File: src/rtl/l2_cache_way_sel_pkg.sv
// Shared L2 cache definitions: geometry constants and the way-select FSM state type.
// Imported by the way-select interface and RTL.
package cache_def;

  localparam int unsigned INDEX_L2     = 10;  // set index width
  localparam int unsigned INDEX_WAY_L2 = 3;   // way index width
  localparam int unsigned WAYS_L2      = 8;   // associativity (tree pLRU needs 8)

  typedef enum logic [2:0] {
    IDLE   = 3'd0,
    LOOKUP = 3'd1,
    WB     = 3'd2,
    REFILL = 3'd3,
    TOUCH  = 3'd4
  } way_sel_state_e;

endpackage

File: src/rtl/l2_cache_way_sel_if.sv
// Bundle of lookup request, pLRU, writeback, refill, response and perf signals
// for l2_cache_way_sel.
//   slave  : the way-select controller
//   master : requester / pLRU / memory side
interface l2_cache_way_sel_if
  import cache_def::*;
#(
  parameter int unsigned WAYS    = WAYS_L2,
  parameter int unsigned WAY_W   = INDEX_WAY_L2,
  parameter int unsigned INDEX_W = INDEX_L2
);

  logic               req_valid_i;
  logic               req_ready_o;
  logic [INDEX_W-1:0] req_index_i;
  logic [WAYS-1:0]    tag_hit_i;
  logic [WAYS-1:0]    way_valid_i;
  logic [WAYS-1:0]    way_dirty_i;
  logic [WAY_W-1:0]   plru_victim_i;
  logic               plru_valid_o;
  logic [INDEX_W-1:0] plru_index_o;
  logic [WAY_W-1:0]   plru_way_o;
  logic               wb_req_o;
  logic [WAY_W-1:0]   wb_way_o;
  logic               wb_ack_i;
  logic               refill_req_o;
  logic [WAY_W-1:0]   refill_way_o;
  logic               refill_ack_i;
  logic               resp_valid_o;
  logic               resp_hit_o;
  logic [WAY_W-1:0]   resp_way_o;
  logic [31:0]        perf_hit_o;
  logic [31:0]        perf_miss_o;
  logic [31:0]        perf_wb_o;

  modport slave (
    input  req_valid_i, req_index_i, tag_hit_i, way_valid_i, way_dirty_i,
           plru_victim_i, wb_ack_i, refill_ack_i,
    output req_ready_o, plru_valid_o, plru_index_o, plru_way_o,
           wb_req_o, wb_way_o, refill_req_o, refill_way_o,
           resp_valid_o, resp_hit_o, resp_way_o,
           perf_hit_o, perf_miss_o, perf_wb_o
  );

  modport master (
    output req_valid_i, req_index_i, tag_hit_i, way_valid_i, way_dirty_i,
           plru_victim_i, wb_ack_i, refill_ack_i,
    input  req_ready_o, plru_valid_o, plru_index_o, plru_way_o,
           wb_req_o, wb_way_o, refill_req_o, refill_way_o,
           resp_valid_o, resp_hit_o, resp_way_o,
           perf_hit_o, perf_miss_o, perf_wb_o
  );

endinterface

File: src/rtl/l2_cache_way_sel_first_one.sv
// Lowest-set-bit priority encoder with a found flag.
//   vec   : input bit vector
//   idx   : index of the lowest set bit (0 when none)
//   found : any bit set
module l2_way_first_one #(
  parameter int unsigned WAYS  = 8,
  parameter int unsigned WAY_W = 3
) (
  input  logic [WAYS-1:0]  vec,
  output logic [WAY_W-1:0] idx,
  output logic             found
);

  // Scan high to low so the lowest set bit is the last one written.
  always_comb begin
    idx   = '0;
    found = 1'b0;
    for (int i = int'(WAYS) - 1; i >= 0; i--) begin
      if (vec[i]) begin
        idx   = WAY_W'(i);
        found = 1'b1;
      end
    end
  end

endmodule

File: src/rtl/l2_cache_way_sel.sv
// L2 way-selection / replacement controller. Picks the hit way, else the
// lowest invalid way, else the pLRU victim; sequences writeback and refill,
// then issues a single-cycle pLRU touch plus response.
// Ports:
//   clk_i : clock
//   rst_i : asynchronous active-high reset
//   bus   : l2_cache_way_sel_if.slave (request, pLRU, wb, refill, resp, perf)
// Optional: define L2_WAY_SEL_PERF_EN to build saturating hit/miss/writeback
// counters; otherwise the perf outputs are tied to 0.
module l2_cache_way_sel
  import cache_def::*;
#(
  parameter int unsigned WAYS    = WAYS_L2,
  parameter int unsigned WAY_W   = INDEX_WAY_L2,
  parameter int unsigned INDEX_W = INDEX_L2
) (
  input  logic               clk_i,
  input  logic               rst_i,
  l2_cache_way_sel_if.slave  bus
);

  way_sel_state_e state, state_nxt;

  logic [INDEX_W-1:0] index_r;
  logic [WAYS-1:0]    hit_vec_r;
  logic [WAYS-1:0]    valid_r;
  logic [WAYS-1:0]    dirty_r;
  logic [WAY_W-1:0]   way_r;
  logic               hit_r;

  logic [WAYS-1:0]    invalid_vec;
  logic [WAY_W-1:0]   hit_way;
  logic [WAY_W-1:0]   inv_way;
  logic               hit_found;
  logic               inv_found;
  logic               accept;

  assign invalid_vec = ~valid_r;
  assign accept      = bus.req_valid_i & bus.req_ready_o;

  l2_way_first_one #(.WAYS(WAYS), .WAY_W(WAY_W)) u_hit_sel (
    .vec   (hit_vec_r),
    .idx   (hit_way),
    .found (hit_found)
  );

  l2_way_first_one #(.WAYS(WAYS), .WAY_W(WAY_W)) u_inv_sel (
    .vec   (invalid_vec),
    .idx   (inv_way),
    .found (inv_found)
  );

  // State register
  always_ff @(posedge clk_i or posedge rst_i) begin
    if (rst_i) state <= IDLE;
    else       state <= state_nxt;
  end

  // Next-state logic
  always_comb begin
    state_nxt = state;
    case (state)
      IDLE:    if (accept) state_nxt = LOOKUP;
      LOOKUP: begin
        if (hit_found)                    state_nxt = TOUCH;
        else if (inv_found)               state_nxt = REFILL;
        else if (dirty_r[bus.plru_victim_i]) state_nxt = WB;
        else                              state_nxt = REFILL;
      end
      WB:      if (bus.wb_ack_i)     state_nxt = REFILL;
      REFILL:  if (bus.refill_ack_i) state_nxt = TOUCH;
      TOUCH:   state_nxt = IDLE;
      default: state_nxt = IDLE;
    endcase
  end

  // Request capture and way decision
  always_ff @(posedge clk_i or posedge rst_i) begin
    if (rst_i) begin
      index_r   <= '0;
      hit_vec_r <= '0;
      valid_r   <= '0;
      dirty_r   <= '0;
      way_r     <= '0;
      hit_r     <= 1'b0;
    end else begin
      if (accept) begin
        index_r   <= bus.req_index_i;
        hit_vec_r <= bus.tag_hit_i;
        valid_r   <= bus.way_valid_i;
        dirty_r   <= bus.way_dirty_i;
      end
      if (state == LOOKUP) begin
        hit_r <= hit_found;
        if (hit_found)      way_r <= hit_way;
        else if (inv_found) way_r <= inv_way;
        else                way_r <= bus.plru_victim_i;
      end
    end
  end

  // Outputs decoded from state and registers only
  always_comb begin
    bus.req_ready_o  = (state == IDLE) & ~rst_i;
    bus.plru_index_o = index_r;
    bus.plru_valid_o = 1'b0;
    bus.plru_way_o   = '0;
    bus.wb_req_o     = 1'b0;
    bus.wb_way_o     = '0;
    bus.refill_req_o = 1'b0;
    bus.refill_way_o = '0;
    bus.resp_valid_o = 1'b0;
    bus.resp_hit_o   = 1'b0;
    bus.resp_way_o   = '0;
    case (state)
      WB: begin
        bus.wb_req_o = 1'b1;
        bus.wb_way_o = way_r;
      end
      REFILL: begin
        bus.refill_req_o = 1'b1;
        bus.refill_way_o = way_r;
      end
      TOUCH: begin
        bus.plru_valid_o = 1'b1;
        bus.plru_way_o   = way_r;
        bus.resp_valid_o = 1'b1;
        bus.resp_hit_o   = hit_r;
        bus.resp_way_o   = way_r;
      end
      default: ;
    endcase
  end

`ifdef L2_WAY_SEL_PERF_EN
  logic [31:0] perf_hit_r;
  logic [31:0] perf_miss_r;
  logic [31:0] perf_wb_r;

  // Saturating event counters
  always_ff @(posedge clk_i or posedge rst_i) begin
    if (rst_i) begin
      perf_hit_r  <= '0;
      perf_miss_r <= '0;
      perf_wb_r   <= '0;
    end else begin
      if ((state == TOUCH) && hit_r && (perf_hit_r != '1))
        perf_hit_r <= perf_hit_r + 32'd1;
      if ((state == TOUCH) && !hit_r && (perf_miss_r != '1))
        perf_miss_r <= perf_miss_r + 32'd1;
      if ((state == WB) && bus.wb_ack_i && (perf_wb_r != '1))
        perf_wb_r <= perf_wb_r + 32'd1;
    end
  end

  assign bus.perf_hit_o  = perf_hit_r;
  assign bus.perf_miss_o = perf_miss_r;
  assign bus.perf_wb_o   = perf_wb_r;
`else
  assign bus.perf_hit_o  = '0;
  assign bus.perf_miss_o = '0;
  assign bus.perf_wb_o   = '0;
`endif

endmodule

File: src/flat_wrapper.sv
// flat-port wrapper written by rule: the top's interface ports become plain ports
module l2_cache_way_sel_flat import cache_def::*;
#(
  parameter int unsigned WAYS    = WAYS_L2,
  parameter int unsigned WAY_W   = INDEX_WAY_L2,
  parameter int unsigned INDEX_W = INDEX_L2
)
  (clk_i, rst_i, bus_req_valid_i, bus_req_index_i, bus_tag_hit_i, bus_way_valid_i, bus_way_dirty_i, bus_plru_victim_i, bus_wb_ack_i, bus_refill_ack_i, bus_req_ready_o, bus_plru_valid_o, bus_plru_index_o, bus_plru_way_o, bus_wb_req_o, bus_wb_way_o, bus_refill_req_o, bus_refill_way_o, bus_resp_valid_o, bus_resp_hit_o, bus_resp_way_o, bus_perf_hit_o, bus_perf_miss_o, bus_perf_wb_o);
  l2_cache_way_sel_if #(.WAYS(WAYS), .WAY_W(WAY_W), .INDEX_W(INDEX_W)) bus_i ();
  input  logic clk_i;
  input  logic rst_i;
  input wire logic [$bits(bus_i.req_valid_i)-1:0] bus_req_valid_i;
  input wire logic [$bits(bus_i.req_index_i)-1:0] bus_req_index_i;
  input wire logic [$bits(bus_i.tag_hit_i)-1:0] bus_tag_hit_i;
  input wire logic [$bits(bus_i.way_valid_i)-1:0] bus_way_valid_i;
  input wire logic [$bits(bus_i.way_dirty_i)-1:0] bus_way_dirty_i;
  input wire logic [$bits(bus_i.plru_victim_i)-1:0] bus_plru_victim_i;
  input wire logic [$bits(bus_i.wb_ack_i)-1:0] bus_wb_ack_i;
  input wire logic [$bits(bus_i.refill_ack_i)-1:0] bus_refill_ack_i;
  output wire logic [$bits(bus_i.req_ready_o)-1:0] bus_req_ready_o;
  output wire logic [$bits(bus_i.plru_valid_o)-1:0] bus_plru_valid_o;
  output wire logic [$bits(bus_i.plru_index_o)-1:0] bus_plru_index_o;
  output wire logic [$bits(bus_i.plru_way_o)-1:0] bus_plru_way_o;
  output wire logic [$bits(bus_i.wb_req_o)-1:0] bus_wb_req_o;
  output wire logic [$bits(bus_i.wb_way_o)-1:0] bus_wb_way_o;
  output wire logic [$bits(bus_i.refill_req_o)-1:0] bus_refill_req_o;
  output wire logic [$bits(bus_i.refill_way_o)-1:0] bus_refill_way_o;
  output wire logic [$bits(bus_i.resp_valid_o)-1:0] bus_resp_valid_o;
  output wire logic [$bits(bus_i.resp_hit_o)-1:0] bus_resp_hit_o;
  output wire logic [$bits(bus_i.resp_way_o)-1:0] bus_resp_way_o;
  output wire logic [$bits(bus_i.perf_hit_o)-1:0] bus_perf_hit_o;
  output wire logic [$bits(bus_i.perf_miss_o)-1:0] bus_perf_miss_o;
  output wire logic [$bits(bus_i.perf_wb_o)-1:0] bus_perf_wb_o;
  assign bus_i.req_valid_i = bus_req_valid_i;
  assign bus_i.req_index_i = bus_req_index_i;
  assign bus_i.tag_hit_i = bus_tag_hit_i;
  assign bus_i.way_valid_i = bus_way_valid_i;
  assign bus_i.way_dirty_i = bus_way_dirty_i;
  assign bus_i.plru_victim_i = bus_plru_victim_i;
  assign bus_i.wb_ack_i = bus_wb_ack_i;
  assign bus_i.refill_ack_i = bus_refill_ack_i;
  assign bus_req_ready_o = bus_i.req_ready_o;
  assign bus_plru_valid_o = bus_i.plru_valid_o;
  assign bus_plru_index_o = bus_i.plru_index_o;
  assign bus_plru_way_o = bus_i.plru_way_o;
  assign bus_wb_req_o = bus_i.wb_req_o;
  assign bus_wb_way_o = bus_i.wb_way_o;
  assign bus_refill_req_o = bus_i.refill_req_o;
  assign bus_refill_way_o = bus_i.refill_way_o;
  assign bus_resp_valid_o = bus_i.resp_valid_o;
  assign bus_resp_hit_o = bus_i.resp_hit_o;
  assign bus_resp_way_o = bus_i.resp_way_o;
  assign bus_perf_hit_o = bus_i.perf_hit_o;
  assign bus_perf_miss_o = bus_i.perf_miss_o;
  assign bus_perf_wb_o = bus_i.perf_wb_o;
  l2_cache_way_sel #(.WAYS(WAYS), .WAY_W(WAY_W), .INDEX_W(INDEX_W)) u_core (.clk_i(clk_i), .rst_i(rst_i), .bus(bus_i));
endmodule
File: config.mk
export PLATFORM = sky130hd
export DESIGN_NAME = l2_cache_way_sel_flat
export DESIGN_NICKNAME = d
export VERILOG_FILES = /design/src/rtl/l2_cache_way_sel_pkg.sv /design/src/rtl/l2_cache_way_sel_if.sv /design/src/rtl/l2_cache_way_sel_first_one.sv /design/src/rtl/l2_cache_way_sel.sv /design/src/flat_wrapper.sv
export SDC_FILE = /design/constraint.sdc
export NUM_CORES = 1
export LEC_CHECK = 0
export CAP_MARGIN = 20
export CORE_ASPECT_RATIO = 0.7
export CORE_MARGIN = 1
export CORE_UTILIZATION = 34
export DETAILED_ROUTE_END_ITERATION = 6
export GPL_ROUTABILITY_DRIVEN = 0
export PLACE_DENSITY = 0.85
export SYNTH_ARGS = -nofsm -noshare
export SYNTH_HDL_FRONTEND = slang
export SYNTH_SLANG_ARGS = --single-unit
File: constraint.sdc
create_clock -name clk_i -period 1.5 [get_ports clk_i]
set_input_delay 0.225 -clock clk_i [delete_from_list [all_inputs] [get_ports clk_i]]
set_output_delay 0.225 -clock clk_i [all_outputs]
set_load 0.02 [all_outputs]
== Yosys cells after proc, flatten, opt, wreduce, memory -nomap -nowiden ==
Index checks and enable logic that the tools add are counted.
Operators by class
  add/sub/neg operators: 0
  multiply operators: 0
  div/mod/pow operators: 0
  order comparisons: 1
  eq/ne operators: 7
  shifts and indexed selects: 0
  muxes and demuxes: 50
  bitwise logic cells: 4
  reduce and logical (&&, ||, !) cells: 2
Operators with widths (count)
  $mux 3: 26
  $mux 1: 22
  $pmux 3 s4: 1
  $not 8->8: 1
  $eq 3x2->1 const B: 2
  $lt 3x4->1 const B: 1
  $ne 2x2->1 const B: 2
  $bmux 1 s3: 1
  $eq 3x1->1 const B: 1
  $eq 3x3->1 const B: 1
  $logic_not 3->1: 1
  $reduce_and 3->1: 1
  $and 1x1->1: 2
  $ne 2x1->1 const B: 1
  $not 1->1: 1
Word-level totals
  register bits: 41
  latch bits: 0
  memory bits (writable): 0
  ROM bits: 0
  output and inout bits: 124
  memories kept: 0

== Depth between registers and ports, before layout ==
Gate-level depths: netlist of run 1.
  word-level depth: 12
  gate-level depth with buffers: 6
  depth with buffers taken out: 5

== Cells and area by module ==
A second synthesis of run 1 with hierarchy kept.
Unflattened totals
  cell total of the unflattened synthesis: 271
  area total of the unflattened synthesis: 2800.2 um^2
By module, submodules not included
  l2_cache_way_sel: times used 1, cells an instance 245, area an instance 2640.0 um^2, sequential area each 1026.0 um^2
  l2_way_first_one: times used 2, cells an instance 13, area an instance 80.1 um^2, sequential area each 0.0 um^2

== Worst setup path after synthesis of run 1 ==
Ideal clock, no wire load.
  kind: register -> output
  from: reg u_core.state[0]
  to: out bus_resp_way_o[0]
  arrival time: 1758 ps
  slack: -483 ps
  stages on the path, launching flop included: 5
  buffers on the path: 2
  cells stage by stage: dfrtp_1 buf_6 nor3b_1 and2_1 buf_4
On the way
  word-level cells in the longest chain between the ends: 2
Ends and longest elaborated chain
  start, declared: line l2_cache_way_sel.sv:22  | way_sel_state_e state, state_nxt;
  start signal, assigned: line l2_cache_way_sel.sv:56  | else state <= state_nxt;
  $eq 3x3->1
  $mux 3
  end, declared: line flat_wrapper.sv:30  | output wire logic [$bits(bus_i.resp_way_o)-1:0] bus_resp_way_o;
No other way between the ends.

== Worst setup path after layout of run 1 ==
  from: reg u_core.state[0]
  to: reg u_core.valid_r[3]
On the way
  word-level cells in the longest chain between the ends: 3
Ends and longest elaborated chain
  $logic_not 3->1: line l2_cache_way_sel.sv:104  | bus.req_ready_o = (state == IDLE) & ~rst_i;
  $and 1x1->1: line l2_cache_way_sel.sv:104
  $and 1x1->1: line l2_cache_way_sel.sv:39  | assign accept = bus.req_valid_i & bus.req_ready_o;
  end signal, assigned: line l2_cache_way_sel.sv:90  | valid_r <= bus.way_valid_i;
  end, declared: line l2_cache_way_sel.sv:26  | logic [WAYS-1:0] valid_r;
No other way between the ends.
A chain may end at the register's enable or synchronous reset.

==> flow_summary.toml, run 1 <==
[setup_path]
max_stage_delay_ns = 0.42
start_kind = "register"
crit_slowest_cell = "dfrtp_2"
path_cells = "buf_4 > nor4_4 > buf_4 > nand2_8 > clkbuf_16 > mux2_4"
worstSetupPathType = "reg -> reg"
crit_top_cell = "buf_4"
critPathMaxFanout = 7
cp.arrival_ns = 1.88
endpoint_kind = "register"
required_ns = 1.67

[hold_path]
hold_path.class = "in -> async"

[clock_network]
clk_pin_slew_ns = 0.06
cts_max_path_buffers = 2
cts_root_buffer = "clkbuf_16"
cts_tree = "built"
cts_buffers = 5
cts_hold_buffers = 0
h-tree-depth = 2
cts_sinks = 41
clock_latency_ns = 0.29

[route]
route.vias.total = 1835
finalWirelength_microns = 5630
ant_nets = 0
dr.pass1.iters = 6
drt-initial-drc-count = 53
drc = 0
viasPerCell = 4.04
wire_per_inst_microns = 12.4

[flow_run]
cap_violations = 0

[floorplanning]
rows = 27
core-area_sq_mm = 0.00791
io_pins = 166
dieArea_sq_mm = 0.00856
chipWidth_microns = 110
initial_core_util_pct = 35.2
fp.dieH_microns = 77.7

[synth]
synth_area_sq_mm = 0.00279
ys_warn_count = 0
seq_area_frac_synth_pct = 36.8
yosys.cell_types.count = 40
synth_seq_cells = 41
netlist_instances = 252
avgSynthCellArea_sq_um = 11.1

[final_layout]
synthToLayoutAreaGrowth_pct = 37.3
drive_gt1_share_pct = 33.4
fin_nets = 394
n_antenna_cell = 0
multi_input_area_sq_mm = 0.00139
fillers = 704
seq_area_sq_mm = 0.00103
utilization_pct = 48.4

[global_route]
gr-total-overflow = 0
grt_use_total_pct = 12.7
antenna_found_initial = 0
grt_max_degree = 42
grt_pass1_wl_microns = 8130
grt_pass1_vias = 1643

[timing]
period_share_pct = 114
period_needed_ns = 1.71
drv_slew = 0
setup_viol = 55
rsz0062_at_grt = "true"
hold_violations = 0
fin_skew_ns = 0.00397
fmax_ghz = 0.584
worst_slack_ns = -0.212

[run_status]
status = "finished with violations"
violations = "negative setup slack"

[placed_design]
io_buffers = 69
place_hpwl_microns = 4010
pre_cts_ws_ns = -0.405

[pwr]
ir_drop_mv = 0.793
total_power_mw = 5.86
leakagePower_nw = 1.99
power_density_mw_per_mm2 = 1530
per-layer routing:
| metal | vias up | GRT usage (%) | part of all wire [%] |
|---|---|---|---|
| met4 | 0 | 5.13 | 1.8 |
| met3 | 11 | 3.53 | 6.8 |
| met2 | 87 | 20.1 | 50 |
| met1 | 881 | 16.2 | 42 |
| met5 | - | 0 | 0 |
| li1 | 856 | - | - |
cells in the final DEF, fill, tap and decap left out, types with 3 or more instances in the layout:
cell type / n
a21oi_1: 3
and2_1: 3
and2_4: 8
buf_12: 4
buf_4: 23
buf_6: 20
clkbuf_16: 7
clkdlybuf4s50_1: 42
conb_1: 96
dfrtp_1: 38
dfrtp_2: 3
dlymetal6s2s_1: 7
inv_1: 8
mux2_2: 4
mux2_4: 30
nand2_1: 7
nor2_1: 6
critical path, delay by kind of cell (launching register included):
family | cells | cell delay [ns]
and+or+nand+nor | 2 | 0.36
muxes | 1 | 0.30
buffers and inverters | 3 | 0.51
DFF | 1 | 0.42
area by class of cell:
class / instances / area share [%]
clock buffer: 7 / 3.99
multi-input combinational: 194 / 36.2
timing repair buffer: 102 / 28.7
tap: 101 / 3.30
sequential: 41 / 26.9
inverter: 8 / 0.785
clock inverter: 1 / 0.131
final timing paths:
check | startpoint | to | slack (ns) | depth (start not counted)
worst max register to register | u_core.state[0] | u_core.valid_r[3] | -0.21 | 6
worst min register to register | u_core.hit_r | u_core.hit_r | 0.49 | 1
min in group clk_i | u_core.hit_r | u_core.hit_r | 0.49 | 1
worst min-delay path | rst_i | u_core.way_r[2] | 0.38 | 3
worst max-delay path | u_core.state[0] | u_core.valid_r[3] | -0.21 | 6
max in group asynchronous | rst_i | u_core.state[1] | 0.92 | 3
flip-flops by register name, indices dropped and copies added, names as in the netlist:
name and cells:
u_core.bus.plru_index_o 10, u_core.dirty_r 8, u_core.hit_r 1, u_core.hit_vec_r 8
u_core.state 3, u_core.valid_r 8, u_core.way_r 3
synth_stat cells (all sizes together):
master | number | area share [%]
o31ai | 1 | 0.27
a31oi | 2 | 0.45
nand3b | 1 | 0.27
and2 | 11 | 2.5
a21oi | 3 | 0.54
mux2 | 34 | 18
and3b | 1 | 0.31
nor4 | 1 | 0.76
nor3 | 1 | 0.18
nand2 | 9 | 1.5
o21bai | 1 | 0.27
o21ai | 3 | 0.54
o22ai | 1 | 0.22
o21a | 1 | 0.27
o211a | 1 | 0.36
nand4 | 2 | 0.45
nand3 | 1 | 0.18
a211oi | 1 | 0.27
o41ai | 1 | 0.58
or4 | 2 | 0.54
buf | 104 | 29
a2111oi | 1 | 0.31
mux4 | 1 | 0.81
o211ai | 1 | 0.27
a21boi | 1 | 0.27
mux2i | 1 | 0.36
conb | 1 | 0.13
nor3b | 2 | 0.54
a21o | 1 | 0.27
nor2 | 8 | 1.2
nor2b | 1 | 0.22
inv | 8 | 1.1
dfrtp | 41 | 37
a32oi | 1 | 0.31
a22o | 1 | 0.31
a41oi | 1 | 0.31
timing repair:
item	4_1_cts	5_1_grt
pin swaps	11	6
hold endpoints to repair	0	0
gates resized for setup	120	22
endpoints found under the setup margin	57	64
buffers inserted	4	1
cloned	1	2
cell families (layout without fill, tap and decap cells):
group	after synthesis	after routing	share of synthesized area (%)
compound gates	22	22	5.84
mux	36	36	19.0
flops	41	41	36.8
buf+inv	112	118	29.6
simple gates	40	40	8.58
other cells	1	96	0.135
stage by stage:
stage	hold slack [ns]	instances	instance area [sq um]	setup TNS (ns)
final	0.382	454	3820	-8.59
after global placement	0.475	438	3410	-15.30
after floorplan	0.342	347	3170	-5.34
after CTS	0.410	451	3690	-7.15
after global routing	0.432	454	3820	-11.26
after detailed placement	0.483	438	3410	-16.87
where the power goes:
part	switching (mW)	total, mW	internal, mW
combinational	1.16	2.67	1.51
clock	0.427	1.13	0.704
sequential	0.423	2.06	1.64
total	2.01	5.86	3.85
Note: power is estimated with default switching activity, not from simulation.
==> run 2, diff against run 1 <==
--- a/config.mk
+++ b/config.mk
@@ -8,10 +8,11 @@
 export CAP_MARGIN = 20
 export CORE_ASPECT_RATIO = 0.7
 export CORE_MARGIN = 1
-export CORE_UTILIZATION = 34
+export CORE_UTILIZATION = 58
 export DETAILED_ROUTE_END_ITERATION = 6
+export DONT_BUFFER_PORTS = 1
 export GPL_ROUTABILITY_DRIVEN = 0
-export PLACE_DENSITY = 0.85
+export PLACE_DENSITY = 0.84
 export SYNTH_ARGS = -nofsm -noshare
 export SYNTH_HDL_FRONTEND = slang
 export SYNTH_SLANG_ARGS = --single-unit
==> run 2 against run 1 <==
  * The run ends with design-rule violations, negative setup slack left
  * Register-to-register slack improved by 0.08 ns
  * Non-clock buffer count decreased by 73
  * Sequential cell count unchanged
  * Via count decreased by 16%
  * Wire length decreased by 13%
  * Final cell count decreased by 26%
  * Core utilization increased by 16 points
  * Worst setup slack improved by 0.054 ns
  * Largest cell class unchanged
==> flow_summary.toml, run 2 (synthesis gave the netlist of run 1 again) <==
[route]
viasPerCell = 4.62
wire_per_inst_microns = 14.5
dr.pass1.iters = 6
drc = 10
finalWirelength_microns = 4870
drt-initial-drc-count = 78
route.vias.total = 1547
ant_nets = 0

[setup_path]
cp.arrival_ns = 1.43
path_cells = "buf_6 > nor3b_2 > buf_4 > and2_4 > buf_12"
path_delay_family = "flip-flops"
worst-path-stages = 5
setup.worst_path.end = "bus_resp_way_o[0]"
start_kind = "register"
max_stage_delay_ns = 0.42
regToRegSetupSlack_ns = -0.13
critPathLaunch = "u_core.state[1]"
r2r_cells = 7
worstSetupPathType = "reg -> out"
required_ns = 1.27
cp.buffers_inverters = 3
endpoint_kind = "primary output"
critPathMaxFanout = 5
crit_slowest_cell = "dfrtp_2"
reg2reg_to = "u_core.state[0]"
r2r-start = "u_core.state[1]"

[final_layout]
seq_area_sq_mm = 0.00103
final_common_cell = "conb_1"
synthToLayoutAreaGrowth_pct = 3.50
multi_input_area_sq_mm = 0.00136
largest_register_ffs = 10
utilization_pct = 64.4
stdcell_area_sq_mm = 0.00288
fillers = 367
drive_gt1_share_pct = 33.9
final_cell_mix = "96 x conb_1, 39 x dfrtp_1, 30 x mux2_4"
fin_nets = 321
n_antenna_cell = 0
instances_no_fill = 335

[clock_network]
clock_latency_ns = 0.29
clk_pin_slew_ns = 0.07
cts_tree = "built"
cts_sinks = 41
cts_buffers = 5
h-tree-depth = 2
cts_max_path_buffers = 2
cts_root_buffer = "clkbuf_8"

[floorplanning]
rows = 20
chipWidth_microns = 84.8
fp.dieH_microns = 60.0
core-area_sq_mm = 0.00448
io_pins = 166
dieArea_sq_mm = 0.00509
initial_core_util_pct = 62.2

[global_route]
grt_use_total_pct = 19.0
antenna_found_initial = 0
grt_max_degree = 42
grt_pass1_vias = 1412
grt_pass1_wl_microns = 7070
gr-total-overflow = 0

[timing]
period_share_pct = 111
fin_skew_ns = 0.00295
rsz0062_at_grt = "true"
fmax_ghz = 0.603
hold_violations = 0
worstMarginPinSlew_ns = 0.508
worst_slack_ns = -0.159
drv_slew = 0
slew_headroom_pct = 66.1
whs_ns = 0.0448
period_needed_ns = 1.66
setup_viol = 54
tns_ns = -4.94

[placed_design]
io_buffers = 0
placed_area_sq_mm = 0.00266
dp_cells = 320
place_hpwl_microns = 3720

[hold_path]
hold_path.class = "in -> reg"

[flow_run]
cap_violations = 0

[pwr]
p_switching_mw = 1.83
switching_share_pct = 36.9
power_density_mw_per_mm2 = 1720
ir_drop_mv = 1.08
leakagePower_nw = 1.54
combPwrFrac_pct = 39.3
internal_power_mw = 3.14
pwr-share-clk_pct = 15.6
p_seq_share_pct = 45.1

[run_status]
violations = "design-rule violations, negative setup slack"
status = "finished with violations"
run 2: cell count changes in the layout (fill, tap and decap cells not counted), moves of 5 or more:
| cell | delta |
|---|---|
| clkdlybuf4s50_1 | -42 |
| buf_6 | -13 |
| clkbuf_16 | -7 |
| dlymetal6s2s_1 | -7 |
| buf_4 | -6 |
| clkbuf_8 | +5 |
run 2: how the worst min path moves through the flow:
stage	cells past startpoint	slack [ns]	to	start
3_3_place_gp	2	0.27	u_core.bus.plru_index_o[2]	rst_i
5_1_grt	1	0.03	u_core.state[2]	bus_refill_ack_i
6_report	1	0.04	u_core.state[2]	bus_refill_ack_i
4_1_cts	1	0.04	u_core.state[2]	bus_refill_ack_i
2_1_floorplan	1	0.34	u_core.state[2]	bus_refill_ack_i
3_5_place_dp	2	0.27	u_core.state[0]	rst_i
run 2: layer usage:
metal / vias up / track usage [%] / part of all wire [%]
met5: - / 0 / 0
met2: 86 / 34.1 / 53
met4: 0 / 10.4 / 2.1
li1: 699 / - / -
met3: 12 / 4.83 / 5.7
met1: 750 / 21.4 / 39
run 2: layout make-up:
type | count | area share (%)
inverter | 8 | 1.04
sequential | 41 | 35.7
multi-input combinational | 194 | 47.1
clock buffer | 7 | 3.34
clock inverter | 1 | 0.174
tap | 55 | 2.39
timing repair buffer | 29 | 10.3
run 2: what timing repair did:
action | 4_1_cts | 5_1_grt
gates resized for setup | 23 | 7
gates cloned | 0 | 0
endpoints found under the setup margin | 20 | 57
setup buffers | 5 | 1
pin swaps | 4 | 4
hold endpoints to repair | 41 | 0
hold buffers | 1 | 0
run 2: worst register-to-register path: stages, from the launching register on:
cell and delay, ns:
dfrtp_2 0.42, buf_6 0.12, nor4_4 0.32, nand2_4 0.08, buf_12 0.21, a21oi_1 0.17
a31oi_1 0.06, o22ai_1 0.16
run 2: through the flow:
stage                     total power, mW  worst slack (ns)
after global routing                 5.23            -0.203
final                                4.97            -0.159
after global placement               3.97          -0.00734
after CTS                            4.94            -0.117
after detailed placement             4.09           -0.0764
after floorplan                      3.73            -0.172
run 2: power groups by stage:
stage               combinational, mW  sequential (mW)  clock (mW)
floorplan                        1.60             2.13           0
global placement                 1.77             2.20           0
detailed placement               1.84             2.25           0
CTS                              1.92             2.23       0.795
global route                     2.09             2.29       0.845
finish                           1.95             2.24       0.777
